<file path="config.mk">
export PLATFORM = sky130hd
export DESIGN_NAME = dma_ctrl_flat
export DESIGN_NICKNAME = d
export VERILOG_FILES = /design/src/rtl/dma_ctrl_if.sv /design/src/rtl/dma_ctrl.sv /design/src/flat_wrapper.sv
export SDC_FILE = /design/constraint.sdc
export NUM_CORES = 1
export LEC_CHECK = 0
export BUFFER_PORTS_ARGS = -buffer_cell sky130_fd_sc_hd__buf_2
export CORE_MARGIN = 2
export CORE_UTILIZATION = 30
export DETAILED_ROUTE_END_ITERATION = 8
export HOLD_SLACK_MARGIN = 0.05
export PLACE_DENSITY = 0.56
export SETUP_SLACK_MARGIN = 0.4
export SLEW_MARGIN = 20
export SYNTH_ARGS = -nofsm -noshare
export SYNTH_HDL_FRONTEND = slang
export SYNTH_SLANG_ARGS = --single-unit
export TNS_END_PERCENT = 50
</file>
<file path="constraint.sdc">
create_clock -name clk -period 7.6 [get_ports clk]
set_input_delay 1.52 -clock clk [delete_from_list [all_inputs] [get_ports clk]]
set_output_delay 1.52 -clock clk [all_outputs]
set_load 0.005 [all_outputs]
</file>
<file path="src/rtl/dma_ctrl_if.sv">
// Bus bundle for dma_ctrl: start/config, memory read port, downstream word port, irq.
// slave = the controller, master = whatever drives it.
interface dma_ctrl_if;
    logic        start;
    logic [31:0] src_base;
    logic [15:0] len;
    logic        cpu_mem_req;
    logic        dma_mem_rd;
    logic [31:0] dma_addr;
    logic [31:0] mem_rdata;
    logic        en;
    logic [31:0] memDataOut;
    logic [31:0] memAddr;
    logic        nextTransaction;
    logic        busy;
    logic        done;
    logic        irq;
    logic        irq_ack;

    modport master (
        output start, src_base, len, cpu_mem_req, mem_rdata, nextTransaction, irq_ack,
        input  dma_mem_rd, dma_addr, en, memDataOut, memAddr, busy, done, irq
    );
    modport slave (
        input  start, src_base, len, cpu_mem_req, mem_rdata, nextTransaction, irq_ack,
        output dma_mem_rd, dma_addr, en, memDataOut, memAddr, busy, done, irq
    );
endinterface

</file>
<file path="src/rtl/dma_ctrl.sv">
// Word-read DMA: streams len words from src_base through a 2-entry FIFO, yielding to the CPU.
// Optional sticky completion interrupt when DMA_CTRL_IRQ_EN is defined.
module dma_ctrl (
    input  logic      clk,
    input  logic      rst_n,   // active-high despite the name
    dma_ctrl_if.slave bus
);
    typedef enum logic [1:0] {IDLE, READ, DRAIN, DONE} state_t;
    typedef struct packed {
        logic [31:0] addr;
        logic [31:0] data;
    } fifo_ent_t;

    state_t      state, state_nxt;
    logic [31:0] rd_ptr, fl_addr;
    logic [15:0] rd_cnt, out_cnt;
    logic        fl_vld;
    fifo_ent_t   fifo [2];
    logic        wr_sel, rd_sel;
    logic [1:0]  fifo_cnt;
    logic        issue, push, pop, start_ok;

    assign start_ok = (state == IDLE) && bus.start;
    assign push     = fl_vld;
    assign pop      = bus.en && bus.nextTransaction;
    // In-flight read counts against FIFO space so its data always has a slot.
    assign issue    = (state == READ) && !bus.cpu_mem_req && (rd_cnt != 16'd0) &&
                      ((fifo_cnt + {1'b0, fl_vld}) < 2'd2);

    assign bus.dma_mem_rd = issue;
    assign bus.dma_addr   = rd_ptr;
    assign bus.en         = (fifo_cnt != 2'd0);
    assign bus.memDataOut = fifo[rd_sel].data;
    assign bus.memAddr    = fifo[rd_sel].addr;

    always_ff @(posedge clk or posedge rst_n) begin
        if (rst_n) state <= IDLE;
        else       state <= state_nxt;
    end

    always_comb begin
        state_nxt = state;
        bus.busy  = 1'b1;
        bus.done  = 1'b0;
        case (state)
            IDLE: begin
                bus.busy = 1'b0;
                if (bus.start) state_nxt = (bus.len != 16'd0) ? READ : DONE;
            end
            READ:  if (rd_cnt == 16'd0) state_nxt = DRAIN;
            DRAIN: if (out_cnt == 16'd0) state_nxt = DONE;
            DONE: begin
                bus.done  = 1'b1;
                state_nxt = IDLE;
            end
            default: state_nxt = IDLE;
        endcase
    end

    always_ff @(posedge clk or posedge rst_n) begin
        if (rst_n) begin
            rd_ptr  <= '0;
            rd_cnt  <= '0;
            out_cnt <= '0;
            fl_vld  <= 1'b0;
            fl_addr <= '0;
        end else begin
            fl_vld <= issue;
            if (issue) fl_addr <= rd_ptr;
            if (start_ok) begin
                rd_ptr  <= bus.src_base;
                rd_cnt  <= bus.len;
                out_cnt <= bus.len;
            end else begin
                if (issue) begin
                    rd_ptr <= rd_ptr + 32'd4;
                    rd_cnt <= rd_cnt - 16'd1;
                end
                if (pop) out_cnt <= out_cnt - 16'd1;
            end
        end
    end

    always_ff @(posedge clk or posedge rst_n) begin
        if (rst_n) begin
            fifo[0]  <= '0;
            fifo[1]  <= '0;
            wr_sel   <= 1'b0;
            rd_sel   <= 1'b0;
            fifo_cnt <= '0;
        end else begin
            if (push) begin
                fifo[wr_sel] <= '{addr: fl_addr, data: bus.mem_rdata};
                wr_sel       <= ~wr_sel;
            end
            if (pop) rd_sel <= ~rd_sel;
            case ({push, pop})
                2'b10:   fifo_cnt <= fifo_cnt + 2'd1;
                2'b01:   fifo_cnt <= fifo_cnt - 2'd1;
                default: fifo_cnt <= fifo_cnt;
            endcase
        end
    end

`ifdef DMA_CTRL_IRQ_EN
    logic irq_q;
    // A new completion takes priority over an acknowledge in the same cycle.
    always_ff @(posedge clk or posedge rst_n) begin
        if (rst_n)            irq_q <= 1'b0;
        else if (bus.done)    irq_q <= 1'b1;
        else if (bus.irq_ack) irq_q <= 1'b0;
    end
    assign bus.irq = irq_q;
`else
    logic unused_irq_ack;
    assign unused_irq_ack = bus.irq_ack;
    assign bus.irq        = 1'b0;
`endif
endmodule
</file>
<file path="src/flat_wrapper.sv">
// flat-port wrapper written by rule: the top's interface ports become plain ports
module dma_ctrl_flat 
  (clk, rst_n, bus_start, bus_src_base, bus_len, bus_cpu_mem_req, bus_mem_rdata, bus_nextTransaction, bus_irq_ack, bus_dma_mem_rd, bus_dma_addr, bus_en, bus_memDataOut, bus_memAddr, bus_busy, bus_done, bus_irq);
  dma_ctrl_if bus_i ();
  input  logic clk;
  input  logic rst_n;
  input wire logic [$bits(bus_i.start)-1:0] bus_start;
  input wire logic [$bits(bus_i.src_base)-1:0] bus_src_base;
  input wire logic [$bits(bus_i.len)-1:0] bus_len;
  input wire logic [$bits(bus_i.cpu_mem_req)-1:0] bus_cpu_mem_req;
  input wire logic [$bits(bus_i.mem_rdata)-1:0] bus_mem_rdata;
  input wire logic [$bits(bus_i.nextTransaction)-1:0] bus_nextTransaction;
  input wire logic [$bits(bus_i.irq_ack)-1:0] bus_irq_ack;
  output wire logic [$bits(bus_i.dma_mem_rd)-1:0] bus_dma_mem_rd;
  output wire logic [$bits(bus_i.dma_addr)-1:0] bus_dma_addr;
  output wire logic [$bits(bus_i.en)-1:0] bus_en;
  output wire logic [$bits(bus_i.memDataOut)-1:0] bus_memDataOut;
  output wire logic [$bits(bus_i.memAddr)-1:0] bus_memAddr;
  output wire logic [$bits(bus_i.busy)-1:0] bus_busy;
  output wire logic [$bits(bus_i.done)-1:0] bus_done;
  output wire logic [$bits(bus_i.irq)-1:0] bus_irq;
  assign bus_i.start = bus_start;
  assign bus_i.src_base = bus_src_base;
  assign bus_i.len = bus_len;
  assign bus_i.cpu_mem_req = bus_cpu_mem_req;
  assign bus_i.mem_rdata = bus_mem_rdata;
  assign bus_i.nextTransaction = bus_nextTransaction;
  assign bus_i.irq_ack = bus_irq_ack;
  assign bus_dma_mem_rd = bus_i.dma_mem_rd;
  assign bus_dma_addr = bus_i.dma_addr;
  assign bus_en = bus_i.en;
  assign bus_memDataOut = bus_i.memDataOut;
  assign bus_memAddr = bus_i.memAddr;
  assign bus_busy = bus_i.busy;
  assign bus_done = bus_i.done;
  assign bus_irq = bus_i.irq;
  dma_ctrl u_core (.clk(clk), .rst_n(rst_n), .bus(bus_i));
endmodule
</file>
# After elaboration in Yosys (flattened, before gate mapping)
# Index checks and enable logic that the tools add are counted.
op_classes:
  multipliers: 0
  n_reduce_logical: 17
  n_eq_ne: 8
  mux: 20
  addsub: 6
  order_cmp: 4
  n_shift: 0
  bitwise_logic: 4
  n_div: 0
op_table:
  columns: ["cell", "count"]
  rows:
  - ["64-bit 2-to-1 mux", 4]
  - ["128-bit bitwise mux", 1]
  - ["64-bit demux with 1-bit select", 1]
  - ["16-bit 2-to-1 mux", 4]
  - ["32-bit 2-to-1 mux", 2]
  - ["32-bit by 3-bit adder with 32-bit output, second input constant", 1]
  - ["16-bit logical NOT", 2]
  - ["16-bit nonzero test", 2]
  - ["16-bit by 1-bit subtractor with 16-bit output, second input constant", 2]
  - ["2-bit 2-to-1 mux", 4]
  - ["2-bit one-hot mux with 4 select lines", 1]
  - ["2-bit nonzero test", 4]
  - ["2-bit equality test, second input constant", 3]
  - ["1-bit logical AND", 6]
  - ["2-bit by 1-bit equality test with 1-bit output, second input constant", 2]
  - ["2-bit >= comparator, second input constant", 2]
  - ["2-bit inequality test, second input constant", 2]
  - ["1-bit NOT with 2-bit output", 2]
  - ["2-bit one-hot mux with 2 select lines", 1]
  - ["3-bit AND reduction", 1]
  - ["2-bit by 1-bit adder with 2-bit output", 1]
  - ["2-bit by 1-bit adder with 2-bit output, second input constant", 1]
  - ["2-bit logical NOT", 1]
  - ["2-bit by 1-bit < comparator with 1-bit output, second input constant", 1]
  - ["6 further kinds", 8]
totals:
  wordCells: 72
  memories: 0
  register_bits: 231
  out_inout_bits: 101
  romBits: 0
  latchBits: 0
  ram_bits: 0

# Logic depth before layout (Yosys ltp)
# Gate-level depths: netlist of the first run.
logic_depth:
  word_depth: 6
  ltp_mapped: 10

# Worst setup path before layout of the first run
# OpenSTA, ideal clock, no wires.
synth_path:
  kind: "input to output"
  from: "input bus_cpu_mem_req"
  to: "output bus_dma_mem_rd"
  slack_ns: 3.537
  arrival_ns: 2.543
  cell_stages: 7
  cell_sequence: "nor2b_1 o21a_1 clkbuf_1 o21ai_4 buf_6 buf_2 inv_1"
synth_via:
  elab_chain_cells: 4
synth_rtl:
  columns: ["element", "line_no", "text"]
  rows:
  - ["start, declared", "flat_wrapper.sv:10", "input wire logic [$bits(bus_i.cpu_mem_req)-1:0] bus_cpu_mem_req;"]
  - ["1-bit logical NOT", "dma_ctrl.sv:27", "assign issue = (state == READ) && !bus.cpu_mem_req && (rd_cnt != 16'd0) &&"]
  - ["1-bit logical AND (3 in series)", "dma_ctrl.sv:27", null]
  - ["end, declared", "flat_wrapper.sv:14", "output wire logic [$bits(bus_i.dma_mem_rd)-1:0] bus_dma_mem_rd;"]
# Every way passes these cells.

# Final worst setup path of the first run
# Same ends and word-level chain as after synthesis.

==> impl_metrics.json, run 1 <==
{
  "status": "complete, no violations",
  "hold_viol_final": 0,
  "p_comb_share_pct": 33.3,
  "synthTopCellsByArea": "dfrtp_1 54%, mux2_2 23%, xor2_1 2.7%",
  "critPathRequiredTime_ns": 6.08,
  "drive_above_1_share_pct": 43.60,
  "worst-setup-path-type": "primary input to output pin",
  "max_clock_freq_ghz": 0.2310,
  "grt_max_degree": 148,
  "power_switching_mw": 1.783,
  "post_drt_wl_per_cell_um": 17.76,
  "fin_nets": 1139,
  "seqCellArea_um2": 5784,
  "grt_pass1_vias": 7707,
  "postCtsHoldBufs": 0,
  "hpwlAfterDp_mm": 17.83,
  "yosys.cell_types.count": 49,
  "nFillCells": 3549,
  "slew_violations": 0,
  "die_w_um": 193.4,
  "cts_buffers": 27,
  "tightest_slew_ns": 1.075,
  "cts_tree": "done",
  "critPathSlowestCell": "nor2b_1",
  "end_kind": "output pin",
  "cap_violations": 0,
  "hold_path_class": "flop to flop",
  "firstDrtPassIters": 4,
  "final_cells": 1524,
  "grt_usage_pct": 14.51,
  "final_common_cell": "dfrtp_1",
  "worstSetupStartpointType": "primary input",
  "start_util_pct": 30.33,
  "syn_inst": 872,
  "synth_edf_count": 0,
  "worstSkewPairLatency_ns": 0.53,
  "fp.coreArea_um2": 35480,
  "die-height_um": 193.4,
  "vias": 7387,
  "yosys_warnings": 0,
  "synth_top_area_share_pct": 53.71,
  "yosysTopAreaCell": "dfrtp_1",
  "synthArstFlopShare_pct": 100.0,
  "drt-total-wl_mm": 27.07,
  "grt_overflow": 0,
  "clock-root-buffer": "clkbuf_16",
  "syn_area_um2": 10760,
  "clock_path_buffers": 3,
  "rsz0062_at_grt": "false",
  "cts_setup_buffers": 0,
  "path_cells": "buf_2, nor2b_1, o21a_1, buf_4, o21ai_4, inv_1, buf_2",
  "cts_resized": 0,
  "irDropWorstVdd_mv": 0.3390,
  "antenna_found_initial": 1,
  "slew_headroom_pct": 28.34,
  "tns_ns": 0,
  "dp.cells": 1476,
  "crit_buf_inv": 4,
  "crit_family": "buffers and inverters",
  "die_area_um2": 37400,
  "synth.net_count": 967,
  "syn_avg_cell_area_um2": 12.34,
  "seq_area_frac_synth_pct": 53.71,
  "yosys_most_used_dff": "dfrtp_1",
  "p_leak_nw": 5.682,
  "port_buffers": 184,
  "ys_ff_latch": 231,
  "critical_path.max_stage_delay_ns": 0.35,
  "io_pins": 187,
  "setup_viol": 0,
  "fin_crit_sh_pct": 56.96,
  "seq_power_share_pct": 42.4,
  "h-tree-depth": 1,
  "area_delta_synth_final_pct": 21.43,
  "arrival_ns": 2.81,
  "rows": 69,
  "final_cell_mix": "230 x dfrtp_1, 219 x mux2_2, 184 x buf_2, 41 x nor2_1, 41 x nand2_1",
  "cts_sinks": 231,
  "drtAntennaViolNets": 0,
  "clock_power_share_pct": 24.3,
  "finalCriticalPeriod_ns": 4.329,
  "clk_pin_slew_worst_paths_ns": 0.06,
  "post_drt_via_cell_ratio": 4.847,
  "drtIter0Drc": 286,
  "grt_pass1_wl_mm": 43.86,
  "multiInputGateArea_um2": 4710,
  "path_common_cell": "buf_2",
  "switching_share_pct": 32.28,
  "skew_ns": 0.009305,
  "drc": 0,
  "worstPathMaxFanout": 26,
  "place.gp.congestion": 0.7563,
  "p_int_mw": 3.740,
  "p_per_area_nw_per_um2": 422.6
}
## layout make-up
class,instances,share of cell area [%]
antenna,1,0.01915
multi-input combinational,575,36.04
timing repair buffer,192,7.602
clock buffer,41,6.339
tap,461,4.414
clock inverter,6,0.8043
sequential,231,44.26
inverter,17,0.5170
## power groups by stage
stage	sequential (mW)	clock, mW	combinational, mW
6_report	2.34	1.34	1.84
5_1_grt	2.45	1.45	2.04
4_1_cts	2.36	1.39	1.88
3_5_place_dp	2.38	0	1.87
3_3_place_gp	2.34	0	1.83
2_1_floorplan	2.15	0	1.34
## kinds of logic (layout without fill, tap and decap cells)
family | Yosys count | after routing | share of synthesized area (%)
adders and majority gates | 9 | 9 | 1.046
and+or+nand+nor | 175 | 175 | 8.476
other | 1 | 2 | 0.03485
DFF | 231 | 231 | 53.71
buffers and inverters | 66 | 256 | 2.686
xor gates and xnor gates | 50 | 50 | 4.069
muxes | 221 | 221 | 23.10
AOI/OAI and AO/OA | 119 | 119 | 6.871
## through the flow
stage | total power, mW | util, % | area (µm²) | setup WS [ns] | hold WS [ns]
floorplan | 3.484 | - | 10770 | 3.058 | 0.4518
global placement | 4.173 | 34.19 | 12130 | 3.258 | 0.4809
detailed placement | 4.242 | 34.19 | 12130 | 3.239 | 0.4870
CTS | 5.626 | 36.82 | 13070 | 3.231 | 0.4998
global route | 5.938 | 36.82 | 13070 | 3.157 | 0.5088
finish | 5.523 | 36.83 | 13070 | 3.271 | 0.4986
## state kept, by name (all words and copies together) (netlist names)
register and cells:
u_core.rd_cnt 16, u_core.out_cnt 16, u_core.fl_vld 1, u_core.fl_addr 32
u_core.wr_sel 1, u_core.fifo_cnt 2, u_core.fifo 128, u_core.bus.dma_addr 32
u_core.state 2, u_core.rd_sel 1
## Yosys cell counts, types with 3 or more instances
cell and number:
o211ai_1 16, buf_1 3, or4_1 7, nand2_1 43, ha_1 9, dfrtp_1 231
o31ai_1 3, xnor2_1 17, a21oi_1 33, xor2_1 33, nand4_1 10, and4_1 4
nor2b_1 4, o21ai_1 5, mux2_2 219, o2111ai_1 11, and3_1 7, and2_1 3
or3_1 15, clkbuf_1 35, buf_2 6, nor4_1 9, nand3_1 10, a31oi_1 13
nor2_1 41, nor3_1 10, inv_1 17, o21ai_0 31
## worst reg2reg max path: cells and delay by family, from the launching register on
kind | cells | cell delay, ns
AND/OR/NAND/NOR | 2 | 0.99
adder cells (fa/ha/maj) | 1 | 0.20
AO/OA/AOI/OAI | 3 | 0.45
flip-flops | 1 | 0.39
buffers and inverters | 3 | 0.77
## path summary, 6_finish.rpt
check	start	endpoint	slack, ns	cells past startpoint
worst max-delay path	bus_cpu_mem_req	bus_dma_mem_rd	3.27	7
worst min-delay path	u_core.fifo[37]$_DFFE_PP0P_	u_core.fifo[37]$_DFFE_PP0P_	0.50	1
worst max register to register	u_core.state[1]$_DFFE_PP0P_	u_core.bus.dma_addr[24]$_DFFE_PP0P_	4.71	9
worst min register to register	u_core.fifo[37]$_DFFE_PP0P_	u_core.fifo[37]$_DFFE_PP0P_	0.50	1
max in group asynchronous	rst_n	u_core.rd_sel$_DFFE_PP0P_	5.26	3
min in group asynchronous	rst_n	u_core.fifo[31]$_DFFE_PP0P_	1.06	2
## per-layer routing
layer / wire [µm] / GRT usage [%]
met1: 12130 / 19.34
met4: 460 / 2.856
met2: 13210 / 24.72
met3: 1278 / 2.667
met5: 0 / 0
Note: power is estimated with default switching activity, not from simulation.
==> run 2: changes to the inputs <==
--- a/config.mk
+++ b/config.mk
@@ -5,12 +5,13 @@
 export SDC_FILE = /design/constraint.sdc
 export NUM_CORES = 1
 export LEC_CHECK = 0
+export ABC_AREA = 1
 export BUFFER_PORTS_ARGS = -buffer_cell sky130_fd_sc_hd__buf_2
 export CORE_MARGIN = 2
 export CORE_UTILIZATION = 30
 export DETAILED_ROUTE_END_ITERATION = 8
 export HOLD_SLACK_MARGIN = 0.05
-export PLACE_DENSITY = 0.56
+export PLACE_DENSITY = 0.54
 export SETUP_SLACK_MARGIN = 0.4
 export SLEW_MARGIN = 20
 export SYNTH_ARGS = -nofsm -noshare
==> constraint.sdc (replaced) <==
create_clock -name clk -period 4.2 [get_ports clk]
set_input_delay 0.84 -clock clk [delete_from_list [all_inputs] [get_ports clk]]
set_output_delay 0.84 -clock clk [all_outputs]
set_load 0.005 [all_outputs]
==> run 2 against run 1 <==
Compared with the run above:
- routed wire length rose by 19%
- via count rose by 36%
- sequential share of layout area fell by 2.4 points
- hold slack got worse by 0.069 ns
- sequential cell count did not move
- register-to-register slack got worse by 3.5 ns
- clock skew rose by 0.0021 ns
- setup slack got worse by 2.1 ns
- clock power rose by 78%
- die area rose by 7.0%
- synthesized area rose by 7.1%
- combinational power rose by 120%
- critical endpoint unchanged
==> impl_metrics.json, run 2 <==
{
  "status": "complete, no violations",
  "switching_share_pct": 40.37,
  "die_area_um2": 40000,
  "setup_viol": 0,
  "p_leak_nw": 7.238,
  "syn_area_um2": 11530,
  "synthTopCellsByCount": "614 x nand2_1, 231 x dfrtp_1, 187 x o21ai_0",
  "grt_overflow": 0,
  "post_drt_wl_per_cell_um": 14.46,
  "place.gp.congestion": 0.8408,
  "slew_violations": 0,
  "synth.net_count": 1633,
  "port_buffers": 184,
  "worstPathMaxFanout": 16,
  "grt_usage_pct": 16.33,
  "seq_area_frac_synth_pct": 50.15,
  "io_pins": 187,
  "fin_crit_sh_pct": 71.40,
  "slew_headroom_pct": 33.59,
  "yosys_warnings": 0,
  "drt-total-wl_mm": 32.20,
  "start_util_pct": 30.53,
  "largest-register": "u_core.fifo",
  "irDropWorstVdd_mv": 0.2446,
  "synth_top_area_share_pct": 50.15,
  "fin_nets": 1789,
  "diodes": 0,
  "seq_power_share_pct": 38.3,
  "tns_ns": 0,
  "cts_resized": 0,
  "max_clock_freq_ghz": 0.3335,
  "rows": 71,
  "synth_most_common_cell": "nand2_1",
  "hold_viol_final": 0,
  "cts_buffers": 28,
  "die_w_um": 200.0,
  "cts_tree": "done",
  "postCtsHoldBufs": 0,
  "synthArstFlopShare_pct": 100.0,
  "fp.coreArea_um2": 37760,
  "antenna_found_initial": 0,
  "power_switching_mw": 4.220,
  "cts_sinks": 231,
  "rsz0062_at_grt": "false",
  "drtAntennaViolNets": 0,
  "yosys_most_used_dff": "dfrtp_1",
  "tightest_slew_ns": 0.9962,
  "critPathRequiredTime_ns": 3.36,
  "firstDrtPassIters": 7,
  "total_power_mw": 10.45,
  "hold_path_class": "primary input to asynchronous set/reset pin",
  "end_kind": "output pin",
  "syn_inst": 1538,
  "yosys.cell_types.count": 39,
  "timing.final.ws_setup_ns": 1.201,
  "h-tree-depth": 1,
  "yosysTopAreaCell": "dfrtp_1",
  "worstSetupStartpointType": "flop",
  "worst-setup-path-type": "flop to output pin",
  "skew_ns": 0.01139,
  "final_cell_mix": "613 x nand2_1, 230 x dfrtp_1, 187 x o21ai_0, 184 x buf_2, 145 x inv_1",
  "synthTopCellsByArea": "dfrtp_1 50%, nand2_1 20%, o21ai_0 8.1%",
  "drc": 0,
  "ys_ff_latch": 231,
  "clock-root-buffer": "clkbuf_16",
  "worstSkewPairLatency_ns": 0.54,
  "finalCriticalPeriod_ns": 2.999,
  "grt_max_degree": 153,
  "post_drt_via_cell_ratio": 4.508,
  "hpwlAfterDp_mm": 22.43,
  "cap_violations": 0,
  "clock_path_buffers": 3,
  "p_int_mw": 6.232,
  "final_common_cell": "nand2_1",
  "clock_power_share_pct": 22.9,
  "largest_reg_flops": 128,
  "grt_pass1_vias": 9588,
  "drtIter0Drc": 648,
  "vias": 10040,
  "area_delta_synth_final_pct": 19.82,
  "dp_slack_ns": 1.137,
  "synth_edf_count": 0,
  "drive_above_1_share_pct": 15.56,
  "clk_pin_slew_worst_paths_ns": 0.06,
  "die-height_um": 200.0,
  "syn_avg_cell_area_um2": 7.494,
  "arrival_ns": 2.16,
  "p_per_area_nw_per_um2": 756.8,
  "grt_pass1_wl_mm": 51.90,
  "cts_setup_buffers": 0,
  "p_comb_share_pct": 38.8
}
==> run 2: cell types whose count changed after synthesis, sizes merged, moves of 22 or more <==
cell and delta:
nand3 +42, inv +133, mux2 -219, o21ai +154, a21oi -22, nor2 +85
nand2 +575
==> run 2: path summary, 6_finish.rpt <==
check / from / endpoint / slack, ns / cells past startpoint
hold / removal: rst_n / u_core.bus.dma_addr[0]$_DFFE_PP0P_ / 0.43 / 3
hold reg to reg: u_core.fifo[127]$_DFFE_PP0P_ / u_core.fifo[127]$_DFFE_PP0P_ / 0.48 / 2
min in group clk: u_core.fifo[127]$_DFFE_PP0P_ / u_core.fifo[127]$_DFFE_PP0P_ / 0.48 / 2
max in group asynchronous: rst_n / u_core.out_cnt[0]$_DFFE_PP0P_ / 2.91 / 3
setup / recovery: u_core.rd_cnt[0]$_DFFE_PP0P_ / bus_dma_mem_rd / 1.20 / 8
setup reg to reg: u_core.rd_cnt[0]$_DFFE_PP0P_ / u_core.rd_cnt[6]$_DFFE_PP0P_ / 1.22 / 10
==> run 2: final cells by class <==
type                    instances  area (µm²)
clock buffers                  46       869.6
flip-flops and latches        231        5782
repair buffers                195        1028
well taps                     511       639.4
fillers                      4020       23940
multi-input cells            1088        4867
clock inverters                 6       55.05
inverters                     150       569.3
==> run 2: cells by family after synthesis <==
logic type | Yosys count | share of synthesized area [%]
flip-flops | 231 | 50.15
AO/OA/AOI/OAI | 225 | 10.46
multiplexers | 6 | 0.5211
AND/OR/NAND/NOR | 821 | 28.17
XOR/XNOR | 26 | 1.976
adder cells (fa/ha/maj) | 9 | 0.9770
other | 1 | 0.03253
buffers and inverters | 219 | 7.707
==> run 2: critical path: stages (launching register included) <==
cell     delay, ns
dfrtp_1       0.36
inv_1         0.07
ha_1          0.24
nand2_2       0.15
nor2_2        0.06
nand2_2       0.11
nand3_4       0.07
inv_1         0.36
buf_2         0.20
==> run 2: layer usage <==
metal,up-vias,GRT usage (%),wire length [µm]
met2,272,25.44,13700
met3,39,3.444,2232
met4,0,4.225,624
li1,5104,-,-
met1,4624,23.06,15650
met5,-,0,0
==> run 2: power by group through the flow <==
stage                     combinational (mW)  clock, mW  sequential, mW
after detailed placement                4.13          0            4.03
after floorplan                         2.77          0            3.83
after CTS                               4.15       2.49            4.00
after global routing                    4.77       2.58            4.15
after global placement                  4.05          0            4.00
final                                   4.05       2.39            4.01
==> run 2: per-stage QoR <==
step,cells,hold WS [ns],cell area [µm²],utilization (%)
detailed placement,2175,0.4726,12890,34.13
finish,2227,0.4300,13810,36.58
floorplan,1538,0.4529,11530,-
global route,2227,0.4554,13810,36.58
CTS,2227,0.4302,13810,36.58
global placement,2175,0.4650,12890,34.13
